File: config.mk
export PLATFORM = sky130hd
export DESIGN_NAME = gnn_loader
export DESIGN_NICKNAME = d
export VERILOG_FILES = /design/src/rtl/gnn_pkg.sv /design/src/rtl/gnn_ready_tracker.sv /design/src/rtl/gnn_loader.sv
export SDC_FILE = /design/constraint.sdc
export NUM_CORES = 1
export LEC_CHECK = 0
export ABC_CLOCK_PERIOD_IN_PS = 3400
export CELL_PAD_IN_SITES_DETAIL_PLACEMENT = 1
export CELL_PAD_IN_SITES_GLOBAL_PLACEMENT = 1
export CORE_MARGIN = 4
export CORE_UTILIZATION = 40
export DETAILED_ROUTE_END_ITERATION = 7
export PLACE_DENSITY_LB_ADDON = 0.2
export SLEW_MARGIN = 20
export SYNTH_ARGS = -nofsm -noshare
export SYNTH_HDL_FRONTEND = slang
export SYNTH_SLANG_ARGS = --single-unit
File: constraint.sdc
create_clock -name clk -period 3.4 [get_ports clk]
set_input_delay 0.85 -clock clk [delete_from_list [all_inputs] [get_ports clk]]
set_output_delay 0.85 -clock clk [all_outputs]
set_load 0.02 [all_outputs]
File: src/rtl/gnn_pkg.sv
// rtl/gnn_pkg.sv - shared sizes and state encoding for the gnn frame loader
package gnn_pkg;

  localparam int DATA_W    = 5;
  localparam int NUM_NODES = 4;
  localparam int NUM_FEAT  = 4;
  localparam int NUM_HID   = 4;
  localparam int NUM_OUT   = 2;
  localparam int FRAME_LEN = NUM_NODES*NUM_FEAT + NUM_FEAT*NUM_HID + NUM_HID*NUM_OUT;
  localparam int IDX_W     = 6;
  localparam int FLAG_W    = NUM_OUT*NUM_NODES;

  typedef enum logic [1:0] {
    ST_LOAD = 2'd0,
    ST_RUN  = 2'd1,
    ST_GAP  = 2'd2
  } state_t;

endpackage

File: src/rtl/gnn_ready_tracker.sv
// rtl/gnn_ready_tracker.sv - sticky ready-flag mask and RUN timeout counter
module gnn_ready_tracker
  import gnn_pkg::*;
#(
  parameter int TIMEOUT = 64
) (
  input  logic              clk,
  input  logic              rst_n,
  input  logic              run,
  input  logic [FLAG_W-1:0] flags,
  output logic              complete,
  output logic              timeout
);

  localparam int CNT_W = $clog2(TIMEOUT + 1);

  logic [FLAG_W-1:0] mask_q;
  logic [CNT_W-1:0]  cnt_q;

  // Leaving RUN clears both, so every frame starts with a fresh mask and budget.
  always_ff @(posedge clk or negedge rst_n) begin
    if (!rst_n) begin
      mask_q <= '0;
      cnt_q  <= '0;
    end else if (run) begin
      mask_q <= mask_q | flags;
      cnt_q  <= cnt_q + CNT_W'(1);
    end else begin
      mask_q <= '0;
      cnt_q  <= '0;
    end
  end

  assign complete = run & (&(mask_q | flags));
  assign timeout  = run & (cnt_q == CNT_W'(TIMEOUT - 1));

endmodule

File: src/rtl/gnn_loader.sv
// rtl/gnn_loader.sv - loads a 40-beat feature/weight frame and hands it to the gnn stage
module gnn_loader
  import gnn_pkg::*;
#(
  parameter int HOLD_CYCLES = 4,
  parameter int TIMEOUT     = 64
) (
  input  logic                     clk,
  input  logic                     rst_n,
  input  logic                     s_valid,
  input  logic signed [DATA_W-1:0] s_data,
  input  logic                     s_last,
  output logic                     s_ready,
  output logic signed [DATA_W-1:0] x0_node0, x1_node0, x2_node0, x3_node0,
  output logic signed [DATA_W-1:0] x0_node1, x1_node1, x2_node1, x3_node1,
  output logic signed [DATA_W-1:0] x0_node2, x1_node2, x2_node2, x3_node2,
  output logic signed [DATA_W-1:0] x0_node3, x1_node3, x2_node3, x3_node3,
  output logic signed [DATA_W-1:0] w04, w14, w24, w34,
  output logic signed [DATA_W-1:0] w05, w15, w25, w35,
  output logic signed [DATA_W-1:0] w06, w16, w26, w36,
  output logic signed [DATA_W-1:0] w07, w17, w27, w37,
  output logic signed [DATA_W-1:0] w48, w58, w68, w78,
  output logic signed [DATA_W-1:0] w49, w59, w69, w79,
  output logic                     in_ready,
  input  logic                     out0_ready_node0, out0_ready_node1,
  input  logic                     out0_ready_node2, out0_ready_node3,
  input  logic                     out1_ready_node0, out1_ready_node1,
  input  logic                     out1_ready_node2, out1_ready_node3,
  output logic                     done,
  output logic                     err,
  output logic                     busy
);

  localparam int               GAP_W    = (HOLD_CYCLES > 1) ? $clog2(HOLD_CYCLES) : 1;
  localparam logic [IDX_W-1:0] LAST_IDX = IDX_W'(FRAME_LEN - 1);

  state_t            state_q, state_d;
  logic [IDX_W-1:0]  idx_q, idx_d;
  logic [GAP_W-1:0]  gap_q, gap_d;
  logic signed [DATA_W-1:0] slot_q [FRAME_LEN];

  logic beat, at_last, frame_ok, frame_bad;
  logic complete, timeout;
  logic s_ready_d, in_ready_d, busy_d, done_d, err_d;
  logic [FLAG_W-1:0] flags;

  assign flags = {out1_ready_node3, out1_ready_node2, out1_ready_node1, out1_ready_node0,
                  out0_ready_node3, out0_ready_node2, out0_ready_node1, out0_ready_node0};

  // s_ready is only ever high in LOAD, so a handshake implies LOAD.
  assign beat      = s_valid & s_ready;
  assign at_last   = (idx_q == LAST_IDX);
  assign frame_ok  = beat & at_last & s_last;
  assign frame_bad = beat & (at_last ^ s_last);

  gnn_ready_tracker #(.TIMEOUT(TIMEOUT)) u_tracker (
    .clk      (clk),
    .rst_n    (rst_n),
    .run      (state_q == ST_RUN),
    .flags    (flags),
    .complete (complete),
    .timeout  (timeout)
  );

  always_ff @(posedge clk or negedge rst_n) begin
    if (!rst_n) begin
      state_q <= ST_LOAD;
      idx_q   <= '0;
      gap_q   <= '0;
    end else begin
      state_q <= state_d;
      idx_q   <= idx_d;
      gap_q   <= gap_d;
    end
  end

  always_comb begin
    state_d = state_q;
    idx_d   = idx_q;
    gap_d   = '0;
    unique case (state_q)
      ST_LOAD: begin
        if (frame_ok) begin
          state_d = ST_RUN;
          idx_d   = '0;
        end else if (frame_bad) begin
          idx_d = '0;
        end else if (beat) begin
          idx_d = idx_q + IDX_W'(1);
        end
      end
      ST_RUN: begin
        if (complete || timeout) state_d = ST_GAP;
      end
      ST_GAP: begin
        if (gap_q == GAP_W'(HOLD_CYCLES - 1)) state_d = ST_LOAD;
        else gap_d = gap_q + GAP_W'(1);
      end
      default: state_d = ST_LOAD;
    endcase
  end

  // Outputs are registered from the next state so reset can hold them all low.
  always_comb begin
    s_ready_d  = (state_d == ST_LOAD);
    in_ready_d = (state_d == ST_RUN);
    busy_d     = (state_d != ST_LOAD);
    done_d     = (state_q == ST_RUN) & complete;
    err_d      = ((state_q == ST_LOAD) & frame_bad) |
                 ((state_q == ST_RUN) & timeout & ~complete);
  end

  always_ff @(posedge clk or negedge rst_n) begin
    if (!rst_n) begin
      s_ready  <= 1'b0;
      in_ready <= 1'b0;
      busy     <= 1'b0;
      done     <= 1'b0;
      err      <= 1'b0;
    end else begin
      s_ready  <= s_ready_d;
      in_ready <= in_ready_d;
      busy     <= busy_d;
      done     <= done_d;
      err      <= err_d;
    end
  end

  always_ff @(posedge clk or negedge rst_n) begin
    if (!rst_n) begin
      for (int i = 0; i < FRAME_LEN; i++) slot_q[i] <= '0;
    end else if (beat) begin
      slot_q[idx_q] <= s_data;
    end
  end

  assign {x0_node0, x1_node0, x2_node0, x3_node0} = {slot_q[0],  slot_q[1],  slot_q[2],  slot_q[3]};
  assign {x0_node1, x1_node1, x2_node1, x3_node1} = {slot_q[4],  slot_q[5],  slot_q[6],  slot_q[7]};
  assign {x0_node2, x1_node2, x2_node2, x3_node2} = {slot_q[8],  slot_q[9],  slot_q[10], slot_q[11]};
  assign {x0_node3, x1_node3, x2_node3, x3_node3} = {slot_q[12], slot_q[13], slot_q[14], slot_q[15]};
  assign {w04, w14, w24, w34} = {slot_q[16], slot_q[17], slot_q[18], slot_q[19]};
  assign {w05, w15, w25, w35} = {slot_q[20], slot_q[21], slot_q[22], slot_q[23]};
  assign {w06, w16, w26, w36} = {slot_q[24], slot_q[25], slot_q[26], slot_q[27]};
  assign {w07, w17, w27, w37} = {slot_q[28], slot_q[29], slot_q[30], slot_q[31]};
  assign {w48, w58, w68, w78} = {slot_q[32], slot_q[33], slot_q[34], slot_q[35]};
  assign {w49, w59, w69, w79} = {slot_q[36], slot_q[37], slot_q[38], slot_q[39]};

endmodule

== After elaboration in Yosys (flattened, before gate mapping) ==
Cells that the tools add are included.

* Register bits after elaboration: 230

* Add/subtract/negate cells: 3
* $lt $le $gt $ge: 2
* Eq/ne operators: 6
* Mux-type cells: 14
* Bitwise logic cells: 15
* Reduce and logical (&&, ||, !) cells: 8

{| class="wikitable"
|+ Operators with widths
! operator !! count
|-
| bitwise mux 200 bit || 1
|-
| demux 5 bit (select 6 bit) || 1
|-
| two-way mux 6 bit || 3
|-
| bitwise AND 1 bit || 10
|-
| two-way mux 2 bit || 5
|-
| two-way mux 8 bit || 1
|-
| bitwise OR 8 bit || 1
|-
| AND reduction 8 bit || 1
|-
| adder 7 x 1 -> 7 bit (second input constant) || 1
|-
| == test 7 x 6 -> 1 bit (second input constant) || 1
|-
| >= comparator 7 bit (second input constant) || 1
|-
| < comparator 7 x 1 -> 1 bit (second input constant) || 1
|-
| two-way mux 7 bit || 1
|-
| NOT 6 -> 7 bit || 1
|-
| adder 6 x 1 -> 6 bit (second input constant) || 1
|-
| == test 6 bit (second input constant) || 1
|-
| case mux 2 bit (3 select lines) || 1
|-
| two-way mux 5 bit || 1
|-
| == test 2 x 1 -> 1 bit (second input constant) || 2
|-
| == test 2 bit (second input constant) || 2
|-
| logical NOT 2 bit || 2
|-
| nonzero test 3 bit || 1
|-
| adder 2 x 1 -> 2 bit (second input constant) || 1
|-
| AND reduction 2 bit || 1
|-
| other kinds (6) || 6
|}

== Logic depth before layout (Yosys ltp) ==
Gate-level depths: netlist of run 1.

* Depth after elaboration: 7
* Gate-level depth with buffers: 5

== Cells and area by module ==
From an unflattened synthesis of run 1, not the netlist that was laid out.

* Cells, all modules: 609
* Area total of the unflattened synthesis: 9394.0 um^2

{| class="wikitable"
|+ By module, submodules not included
! module !! times used !! cells each !! area each (um^2)
|-
| gnn_loader || 1 || 559 || 8760.9
|-
| gnn_ready_tracker || 1 || 50 || 633.1
|}

== Least setup slack after synthesis of run 1 ==
No wires, ideal clock.

* Path type: input -> register
* Start point: input port s_valid
* End point: register slot_q, in the netlist w04[0]
* Library setup time: 125 ps
* Arrival: 2073 ps
* Slack: 1203 ps
* Stages: 4
* Buffers on the path: 0
* Cells stage by stage: nand2_1 > or4_4 > nor3_4 > mux2_2

* Word-level cells in the longest chain between the ends: 1

{| class="wikitable"
|+ Ends and longest elaborated chain
! item !! RTL line !! source
|-
| start: declaration || gnn_loader.sv:10 || <nowiki>input logic s_valid,</nowiki>
|-
| bitwise AND 1 bit || gnn_loader.sv:51 || <nowiki>assign beat = s_valid & s_ready;</nowiki>
|-
| end signal: indexed assignment || gnn_loader.sv:133 || <nowiki>slot_q[idx_q] <= s_data;</nowiki>
|-
| end: declaration || gnn_loader.sv:40 || <nowiki>logic signed [DATA_W-1:0] slot_q [FRAME_LEN];</nowiki>
|}

Every way passes these cells.
A chain may end at the register's enable or synchronous reset.

== Final worst setup path of run 1 ==
* Start point: register s_ready
* End point: output port s_ready

{| class="wikitable"
|+ RTL lines
! item !! RTL line !! source
|-
| start: declaration || gnn_loader.sv:13 || <nowiki>output logic s_ready,</nowiki>
|-
| start signal: assignment || gnn_loader.sv:121 || <nowiki>s_ready <= s_ready_d;</nowiki>
|}

No word-level cell between the ends.

==> flow_metrics.env, run 1 <==
export IMPL_fin_crit_ns=2.40
export IMPL_worstHoldPathType="primary input to asynchronous set/reset pin"
export IMPL_synth_cell_types=39
export IMPL_antenna_found_initial=0
export IMPL_clock_skew_ns=0.0161
export IMPL_drive_above_1_share=0.312
export IMPL_cts_hold_buf=0
export IMPL_drt_iter0_drc=125
export IMPL_cp_num_buf_inv=1
export IMPL_ir_drop_uv=468
export IMPL_die_h_um=158
export IMPL_max_slew_margin_rel=0.341
export IMPL_die_x_um=158
export IMPL_crit_arrival_ns=1.55
export IMPL_grt_pass1_vias=6853
export IMPL_status="finished, final reports clean"
export IMPL_core_area_um2=22000
export IMPL_post_dp_hpwl_um=17300
export IMPL_cp_data_required_time_ns=2.55
export IMPL_regToRegSetupSlack_ns=1.24
export IMPL_max_flop_register="u_tracker.mask_q"
export IMPL_grt_total_usage=0.207
export IMPL_cpPeakStageDelay_ns=0.63
export IMPL_cts_max_level=1
export IMPL_clk_pin_slew_worst_paths_ns=0.06
export IMPL_gp_congestion=0.794
export IMPL_root_buffer="clkbuf_16"
export IMPL_grt_pass1_wl_um=40100
export IMPL_finalCritPeriodShare=0.705
export IMPL_ys_flop_type="dfrtp_1"
export IMPL_cap_violations=0
export IMPL_async_flop_share=1.00
export IMPL_worst_path_stages=1
export IMPL_timing_fmax_mhz=417
export IMPL_endpoint_kind="output pin"
export IMPL_hold_violations=0
export IMPL_largest_reg_flops=8
export IMPL_nets=858
export IMPL_pin_count=222
export IMPL_crit_chain="clkdlybuf4s50_1"
export IMPL_final_common_cell="dfrtp_1"
export IMPL_grt_overflow=0
export IMPL_drc=0
export IMPL_cellLeakagePower_nw=5.69
export IMPL_syn_inst=608
export IMPL_synthesis_nets=628
export IMPL_critPathTopFamily="buffers and inverters"
export IMPL_fin_tns_setup_ns=0
export IMPL_power_per_cell_area_nw_per_um2=750
export IMPL_synth_warnings=0
export IMPL_area_delta_synth_final_pct=37.4
export IMPL_clkSinkCount=230
export IMPL_cp_max_fo=5
export IMPL_finalMaxSlewViolations=0
export IMPL_ant_nets=0
export IMPL_largestRegisters="u_tracker.mask_q (8), u_tracker.cnt_q (7), idx_q (6)"
export IMPL_synth_edff_count=0
export IMPL_ys_seq_area_frac=0.640
export IMPL_cpMaxStageDelayCell="clkdlybuf4s50_1"
export IMPL_synth_area_um2=8990
export IMPL_syn_avg_cell_area_um2=14.8
export IMPL_design_die_area_um2=24900
export IMPL_ys_seq_elements=230
export IMPL_grt_max_degree=83
export IMPL_post_cts_resized=0
export IMPL_rsz0062_at_grt="false"
export IMPL_cts_buffers=25
export IMPL_wl_per_cell_um=22.4
export IMPL_numPortBuffers=221
export IMPL_clk_insertion_delay_late_ns=0.51
export IMPL_finalSetupViolations=0
export IMPL_clk_path_buf_depth=3
export IMPL_drt_wl_total_um=25500
export IMPL_rr_worst_depth=4
export IMPL_rows=54
export IMPL_start_util=0.410
export IMPL_avgViaCountPerCell=5.15
export IMPL_drt_first_pass_iters=4
export IMPL_layout_common_cells="dfrtp_1 (230), clkdlybuf4s50_1 (216), mux2_2 (200), nor2_1 (47), clkbuf_16 (25)"
export IMPL_n_antenna_cell=0
export IMPL_cts_tree="done"
export IMPL_total_power_w=0.00927
export IMPL_crit_type="register to output pin"
export IMPL_critPathLaunchType="register"
export IMPL_vias=5850
export IMPL_post_cts_setup_buffers=0
export IMPL_fill_cells=2119
export IMPL_worst_pin_slew_ns=0.988
-- synthesized netlist by cell type, types with 2 or more instances --
master / instances / area (um2)
a21oi_1: 5 / 25.0
and2_1: 3 / 18.8
buf_2: 3 / 15.0
clkbuf_1: 22 / 82.6
dfrtp_1: 230 / 5760
ha_1: 3 / 37.5
inv_1: 4 / 15.0
mux2_2: 200 / 2250
nand2_1: 21 / 78.8
nand2b_1: 7 / 43.8
nand3_1: 9 / 45.0
nor2_1: 47 / 176
nor2_4: 6 / 67.6
nor2b_1: 3 / 18.8
nor3_1: 2 / 10.0
nor3_4: 2 / 32.5
nor4_1: 2 / 12.5
o21ai_0: 7 / 35.0
o22ai_1: 5 / 31.3
or3_1: 3 / 18.8
or4_4: 3 / 33.8
xnor2_1: 2 / 17.5
xor2_1: 3 / 26.3
-- power breakdown --
part	switching [W]	total, W	internal [W]
Combinational	0.00142	0.00285	0.00143
Sequential	0.000400	0.00374	0.00334
Clock	0.00106	0.00269	0.00163
-- logic make-up after synthesis --
family                     synth area share
AOI/OAI and AO/OA                    0.0131
buffers and inverters                0.0138
muxes                                 0.250
DFF                                   0.640
xor gates and xnor gates            0.00487
adders and majority gates           0.00417
and+or+nand+nor                      0.0739
-- final timing paths --
kind | from | endpoint
min reg2reg | u_tracker.cnt_q[0]$_DFF_PN0_ | u_tracker.cnt_q[0]$_DFF_PN0_
max | s_ready$_DFF_PN0_ | s_ready
max in group asynchronous | rst_n | w58[2]$_DFFE_PN0P_
max reg2reg | idx_q[0]$_DFFE_PN0P_ | w36[0]$_DFFE_PN0P_
min | rst_n | x0_node0[2]$_DFFE_PN0P_
min in group clk | u_tracker.cnt_q[0]$_DFF_PN0_ | u_tracker.cnt_q[0]$_DFF_PN0_
-- metal layers --
layer	part of all wire	wire length (um)	vias up	global-route usage
met3	0.076	1930	28	0.0705
met5	0	0	-	0
met1	0.40	10100	3072	0.253
li1	-	-	2593	-
met2	0.51	13000	157	0.361
met4	0.016	405	0	0.0418
-- per-stage QoR --
stage               area (um2)  utilization  worst slack, ns  std cells  hold WS (ns)
floorplan                 8990            -             1.20        608         0.416
global placement         11500        0.525            0.581       1091         0.428
detailed placement       11500        0.525            0.506       1091         0.459
CTS                      12400        0.563            0.983       1136         0.330
global route             12400        0.563            0.931       1136         0.356
finish                   12400        0.563             1.00       1136         0.327
-- final cells by class --
class | count | area (um2) | share of cell area
well taps | 280 | 350 | 0.0284
inverters | 4 | 15.0 | 0.00122
flip-flops and latches | 230 | 5760 | 0.466
clock buffers | 43 | 823 | 0.0666
clock inverters | 2 | 13.8 | 0.00111
repair buffers | 229 | 2280 | 0.185
multi-input cells | 348 | 3120 | 0.252
Power figures use the tool's default switching activity.
==> run 2: changes to the inputs <==
- ABC_CLOCK_PERIOD_IN_PS: 3400 -> 2300
- clock period: 3.4 -> 2.3 ns (I/O delays scaled with it)
==> run 2 against run 1 <==
Against the previous run:
- sequential cell count is the same
- core utilization grew 1.1 points
- non-clock buffer count grew 35
- total power grew 46%
- setup slack lost 0.87 ns
- critical path type unchanged
- highest routed layer unchanged
==> flow_metrics.env, run 2 (synthesis results as in run 1) <==
export IMPL_status="finished, final reports clean"
export IMPL_nets=893
export IMPL_cpMaxStageDelayCell="clkdlybuf4s50_1"
export IMPL_endpoint_kind="output pin"
export IMPL_antenna_found_initial=0
export IMPL_clk_insertion_delay_late_ns=0.51
export IMPL_pwr_share_comb=0.320
export IMPL_die_h_um=158
export IMPL_p_clk_frac=0.273
export IMPL_start_util=0.410
export IMPL_final_common_cell="dfrtp_1"
export IMPL_rows=54
export IMPL_critPathLaunchType="register"
export IMPL_post_dp_hpwl_um=18100
export IMPL_fin_tns_setup_ns=0
export IMPL_cts_hold_buf=0
export IMPL_r2r_start="s_ready$_DFF_PN0_"
export IMPL_cap_violations=0
export IMPL_largest_reg_flops=8
export IMPL_drt_wl_total_um=25800
export IMPL_drt_iter0_drc=137
export IMPL_grt_pass1_vias=6989
export IMPL_layout_common_cells="dfrtp_1 (230), clkdlybuf4s50_1 (216), mux2_2 (200), nor2_1 (47), buf_4 (35)"
export IMPL_placed_cell_area_um2=11900
export IMPL_cp_max_fo=5
export IMPL_multi_input_comb_area_um2=3120
export IMPL_drive_above_1_share=0.333
export IMPL_clk_pin_slew_worst_paths_ns=0.06
export IMPL_clock_skew_ns=0.00848
export IMPL_largestRegisters="u_tracker.mask_q (8), u_tracker.cnt_q (7), idx_q (6)"
export IMPL_hold_violations=0
export IMPL_clk_path_buf_depth=3
export IMPL_dp_slack_ns=-0.265
export IMPL_grt_total_usage=0.208
export IMPL_design_die_area_um2=24900
export IMPL_cts_buffers=25
export IMPL_n_antenna_cell=0
export IMPL_clkSinkCount=230
export IMPL_timing_hold_ws_ns=0.0289
export IMPL_worstHoldPathType="primary input to asynchronous set/reset pin"
export IMPL_finalSetupViolations=0
export IMPL_ir_drop_uv=625
export IMPL_crit_arrival_ns=1.59
export IMPL_cp_num_buf_inv=1
export IMPL_worst_pin_slew_ns=0.953
export IMPL_regToRegSetupSlack_ns=0.33
export IMPL_gp_congestion=0.796
export IMPL_swShare=0.318
export IMPL_cts_tree="done"
export IMPL_rr_worst_depth=6
export IMPL_fill_cells=2119
export IMPL_cellLeakagePower_nw=5.84
export IMPL_wl_per_cell_um=22.0
export IMPL_crit_chain="clkdlybuf4s50_1"
export IMPL_max_slew_margin_rel=0.365
export IMPL_pin_count=222
export IMPL_fin_crit_ns=2.17
export IMPL_p_switching_w=0.00431
export IMPL_crit_type="register to output pin"
export IMPL_die_x_um=158
export IMPL_regToRegEndpoint="w26[3]$_DFFE_PN0P_"
export IMPL_drt_first_pass_iters=4
export IMPL_finalMaxSlewViolations=0
export IMPL_cpPeakStageDelay_ns=0.64
export IMPL_intPower_w=0.00924
export IMPL_max_flop_register="u_tracker.mask_q"
export IMPL_ant_nets=0
export IMPL_power_per_cell_area_nw_per_um2=1070
export IMPL_sequentialPowerShare=0.407
export IMPL_critPathTopFamily="buffers and inverters"
export IMPL_grt_max_degree=69
export IMPL_finalCritPeriodShare=0.941
export IMPL_cts_max_level=1
export IMPL_drc=0
export IMPL_total_power_w=0.0135
export IMPL_timing_fmax_mhz=462
export IMPL_cp_data_required_time_ns=1.73
export IMPL_post_cts_resized=0
export IMPL_grt_pass1_wl_um=40400
export IMPL_root_buffer="clkbuf_16"
export IMPL_core_area_um2=22000
export IMPL_numPortBuffers=221
export IMPL_post_cts_setup_buffers=0
export IMPL_avgViaCountPerCell=5.12
export IMPL_register_area_um2=5760
export IMPL_grt_overflow=0
export IMPL_area_delta_synth_final_pct=40.1
export IMPL_rsz0062_at_grt="false"
export IMPL_setup_ws_ns=0.135
export IMPL_postLayoutCellArea_um2=12600
export IMPL_vias=5985
## run 2: changes by cell type in the layout (fill, tap and decap cells not counted)
| cell | before | now |
|---|---|---|
| inv_6 | 1 | 0 |
| clkbuf_8 | 13 | 0 |
| clkinv_4 | 0 | 1 |
| clkinvlp_4 | 0 | 2 |
| buf_12 | 2 | 8 |
| clkbuf_1 | 5 | 10 |
| buf_4 | 6 | 35 |
| bufinv_16 | 0 | 1 |
| clkinv_2 | 1 | 5 |
## run 2: per-layer routing
| layer | wire length [um] | GRT usage | vias up |
|---|---|---|---|
| met2 | 13200 | 0.362 | 171 |
| met1 | 10000 | 0.250 | 3128 |
| met5 | 0 | 0 | - |
| li1 | - | - | 2648 |
| met3 | 1980 | 0.0681 | 38 |
| met4 | 608 | 0.0561 | 0 |
## run 2: per-stage QoR
step           instances  utilization
3_5_place_dp        1126        0.540
3_3_place_gp        1126        0.540
4_1_cts             1170        0.574
5_1_grt             1170        0.574
6_report            1170        0.574
2_1_floorplan        608            -
## run 2: area by class of cell
| type | instances | share of cell area |
|---|---|---|
| well taps | 280 | 0.0278 |
| multi-input cells | 348 | 0.247 |
| clock inverters | 9 | 0.00626 |
| inverters | 4 | 0.00119 |
| repair buffers | 264 | 0.208 |
| clock buffers | 35 | 0.0526 |
| flip-flops and latches | 230 | 0.457 |
## run 2: worst max path at each step
stage                 startpoint  slack, ns  depth (start not counted)            endpoint
4_1_cts        s_ready$_DFF_PN0_       0.12                          1             s_ready
2_1_floorplan            s_valid       0.38                          4  w04[0]$_DFFE_PN0P_
6_report       s_ready$_DFF_PN0_       0.13                          1             s_ready
5_1_grt        s_ready$_DFF_PN0_       0.05                          1             s_ready
3_3_place_gp             s_valid      -0.31                          7  w26[1]$_DFFE_PN0P_
3_5_place_dp             s_valid      -0.27                          7  w26[3]$_DFFE_PN0P_
## run 2: power by group through the flow
stage               Clock [W]  Combinational (W)  Sequential, W
floorplan                   0            0.00110        0.00645
global placement            0            0.00427        0.00551
detailed placement          0            0.00437        0.00559
CTS                   0.00379            0.00440        0.00554
global route          0.00397            0.00458        0.00564
finish                0.00369            0.00433        0.00552
==> run 3: changes to the inputs <==
- CORE_UTILIZATION: 40 -> 45
- DONT_BUFFER_PORTS: default -> 1
==> run 3 against run 2 <==
Against the previous run:
- the flow now finishes with violations (negative hold slack)
- clock-buffer cell count down 1
- sequential power up 21%
- die area down 11%
- setup slack better by 0.22 ns
- first-iteration DRC count up 9.5%
- register-to-register slack better by 0.02 ns
- maximum frequency up 11%
- clock skew down 0.0017 ns
- largest cell class unchanged
==> flow_metrics.env, run 3 (synthesis results as in run 1) <==
export IMPL_post_cts_resized=0
export IMPL_fin_tns_setup_ns=0
export IMPL_grt_pass1_wl_um=35100
export IMPL_cts_tree="done"
export IMPL_dp_cells=861
export IMPL_clk_insertion_delay_late_ns=0.51
export IMPL_grt_max_degree=231
export IMPL_cpPeakStageDelay_ns=0.50
export IMPL_sequentialPowerShare=0.555
export IMPL_clk_path_buf_depth=3
export IMPL_max_slew_margin_rel=0.637
export IMPL_cp_max_fo=9
export IMPL_drt_wl_total_um=22700
export IMPL_timing_fmax_mhz=514
export IMPL_area_delta_synth_final_pct=13.1
export IMPL_final_common_cell="dfrtp_1"
export IMPL_cpMaxStageDelayCell="nor2_1"
export IMPL_die_h_um=149
export IMPL_vias=5000
export IMPL_nets=642
export IMPL_status="finished, violations left"
export IMPL_pin_count=222
export IMPL_setup_ws_ns=0.354
export IMPL_drc=0
export IMPL_swShare=0.322
export IMPL_root_buffer="clkbuf_16"
export IMPL_post_cts_setup_buffers=0
export IMPL_cap_violations=0
export IMPL_finalSetupViolations=0
export IMPL_intPower_w=0.00819
export IMPL_largest_reg_flops=8
export IMPL_drt_first_pass_iters=4
export IMPL_grt_total_usage=0.202
export IMPL_p_switching_w=0.00388
export IMPL_numPortBuffers=0
export IMPL_hold_violations=230
export IMPL_largestRegisters="u_tracker.mask_q (8), u_tracker.cnt_q (7), idx_q (6)"
export IMPL_max_flop_register="u_tracker.mask_q"
export IMPL_core_area_um2=19600
export IMPL_ir_drop_uv=519
export IMPL_start_util=0.459
export IMPL_cellLeakagePower_nw=4.93
export IMPL_post_dp_hpwl_um=15000
export IMPL_dp_slack_ns=0.280
export IMPL_crit_chain="inv_1, nand3_1, nor2_1, mux2_2"
export IMPL_endpoint_kind="register"
export IMPL_fin_crit_ns=1.95
export IMPL_drt_iter0_drc=150
export IMPL_timing_critical_path_from="idx_q[3]$_DFFE_PN0P_"
export IMPL_n_antenna_cell=0
export IMPL_grt_overflow=0
export IMPL_clkSinkCount=230
export IMPL_layout_common_cells="dfrtp_1 (230), mux2_2 (200), nor2_1 (47), clkbuf_16 (24), nand2_1 (21)"
export IMPL_gp_congestion=0.771
export IMPL_violations="negative hold slack"
export IMPL_r2r_start="idx_q[3]$_DFFE_PN0P_"
export IMPL_fin_cells=905
export IMPL_wl_per_cell_um=25.0
export IMPL_ant_nets=0
export IMPL_cts_buffers=24
export IMPL_clock_skew_ns=0.00680
export IMPL_design_die_area_um2=22300
export IMPL_critPathLaunchType="register"
export IMPL_worst_pin_slew_ns=0.542
export IMPL_crit_arrival_ns=2.34
export IMPL_fill_cells=1918
export IMPL_regToRegSetupSlack_ns=0.35
export IMPL_antenna_found_initial=0
export IMPL_drive_above_1_share=0.420
export IMPL_cp_data_required_time_ns=2.69
export IMPL_regToRegEndpoint="w78[3]$_DFFE_PN0P_"
export IMPL_crit_end="w78[3]$_DFFE_PN0P_"
export IMPL_worstHoldPathType="primary input to asynchronous set/reset pin"
export IMPL_clk_pin_slew_worst_paths_ns=0.06
export IMPL_rr_worst_depth=4
export IMPL_final_util=0.519
export IMPL_crit_type="register to register"
export IMPL_power_per_cell_area_nw_per_um2=1190
export IMPL_rsz0062_at_grt="false"
export IMPL_cts_max_level=1
export IMPL_die_x_um=149
export IMPL_finalCritPeriodShare=0.846
export IMPL_p_clk_frac=0.337
export IMPL_rows=51
export IMPL_timing_hold_ws_ns=-0.242
export IMPL_grt_pass1_vias=5685
export IMPL_avgViaCountPerCell=5.52
export IMPL_pwr_share_comb=0.108
export IMPL_finalMaxSlewViolations=0
==> run 3: critical path, delay by kind of cell, from the launching register on <==
family                 cells  cell delay, ns
and+or+nand+nor            2            0.73
DFF                        1            0.49
muxes                      1            0.40
buffers and inverters      1            0.21
==> run 3: layer usage <==
metal  part of all wire  vias up  global-route usage
li1                   -     2147                   -
met1               0.39     2672               0.246
met2               0.51      152               0.343
met3              0.089       29              0.0781
met4              0.015        0              0.0476
met5                  0        -                   0
==> run 3: how the worst min path moves through the flow <==
stage | cells after the start | to | from | slack [ns]
global route | 0 | u_tracker.mask_q[6]$_DFF_PN0_ | rst_n | -0.27
finish | 0 | u_tracker.mask_q[6]$_DFF_PN0_ | rst_n | -0.24
global placement | 0 | u_tracker.mask_q[6]$_DFF_PN0_ | rst_n | 0.29
detailed placement | 0 | u_tracker.mask_q[6]$_DFF_PN0_ | rst_n | 0.29
CTS | 0 | u_tracker.mask_q[6]$_DFF_PN0_ | rst_n | -0.26
floorplan | 0 | busy$_DFF_PN0_ | rst_n | 0.28
==> run 3: layout make-up <==
type,count,area (um2),area share
well taps,265,332,0.0326
inverters,4,15.0,0.00148
repair buffers,14,105,0.0103
multi-input cells,348,3120,0.306
clock inverters,10,143,0.0140
flip-flops and latches,230,5760,0.566
clock buffers,34,708,0.0696
==> run 3: per-stage QoR <==
step           power [W]  area [um2]
4_1_cts           0.0122       10200
3_5_place_dp     0.00811        9320
3_3_place_gp     0.00798        9320
6_report          0.0121       10200
2_1_floorplan    0.00755        8990
5_1_grt           0.0126       10200
==> run 3: power by group through the flow <==
stage	registers [W]	clock network, W	logic, W
after floorplan	0.00645	0	0.00110
after global placement	0.00675	0	0.00123
after detailed placement	0.00679	0	0.00132
after CTS	0.00673	0.00417	0.00133
after global routing	0.00681	0.00435	0.00146
final	0.00670	0.00407	0.00130
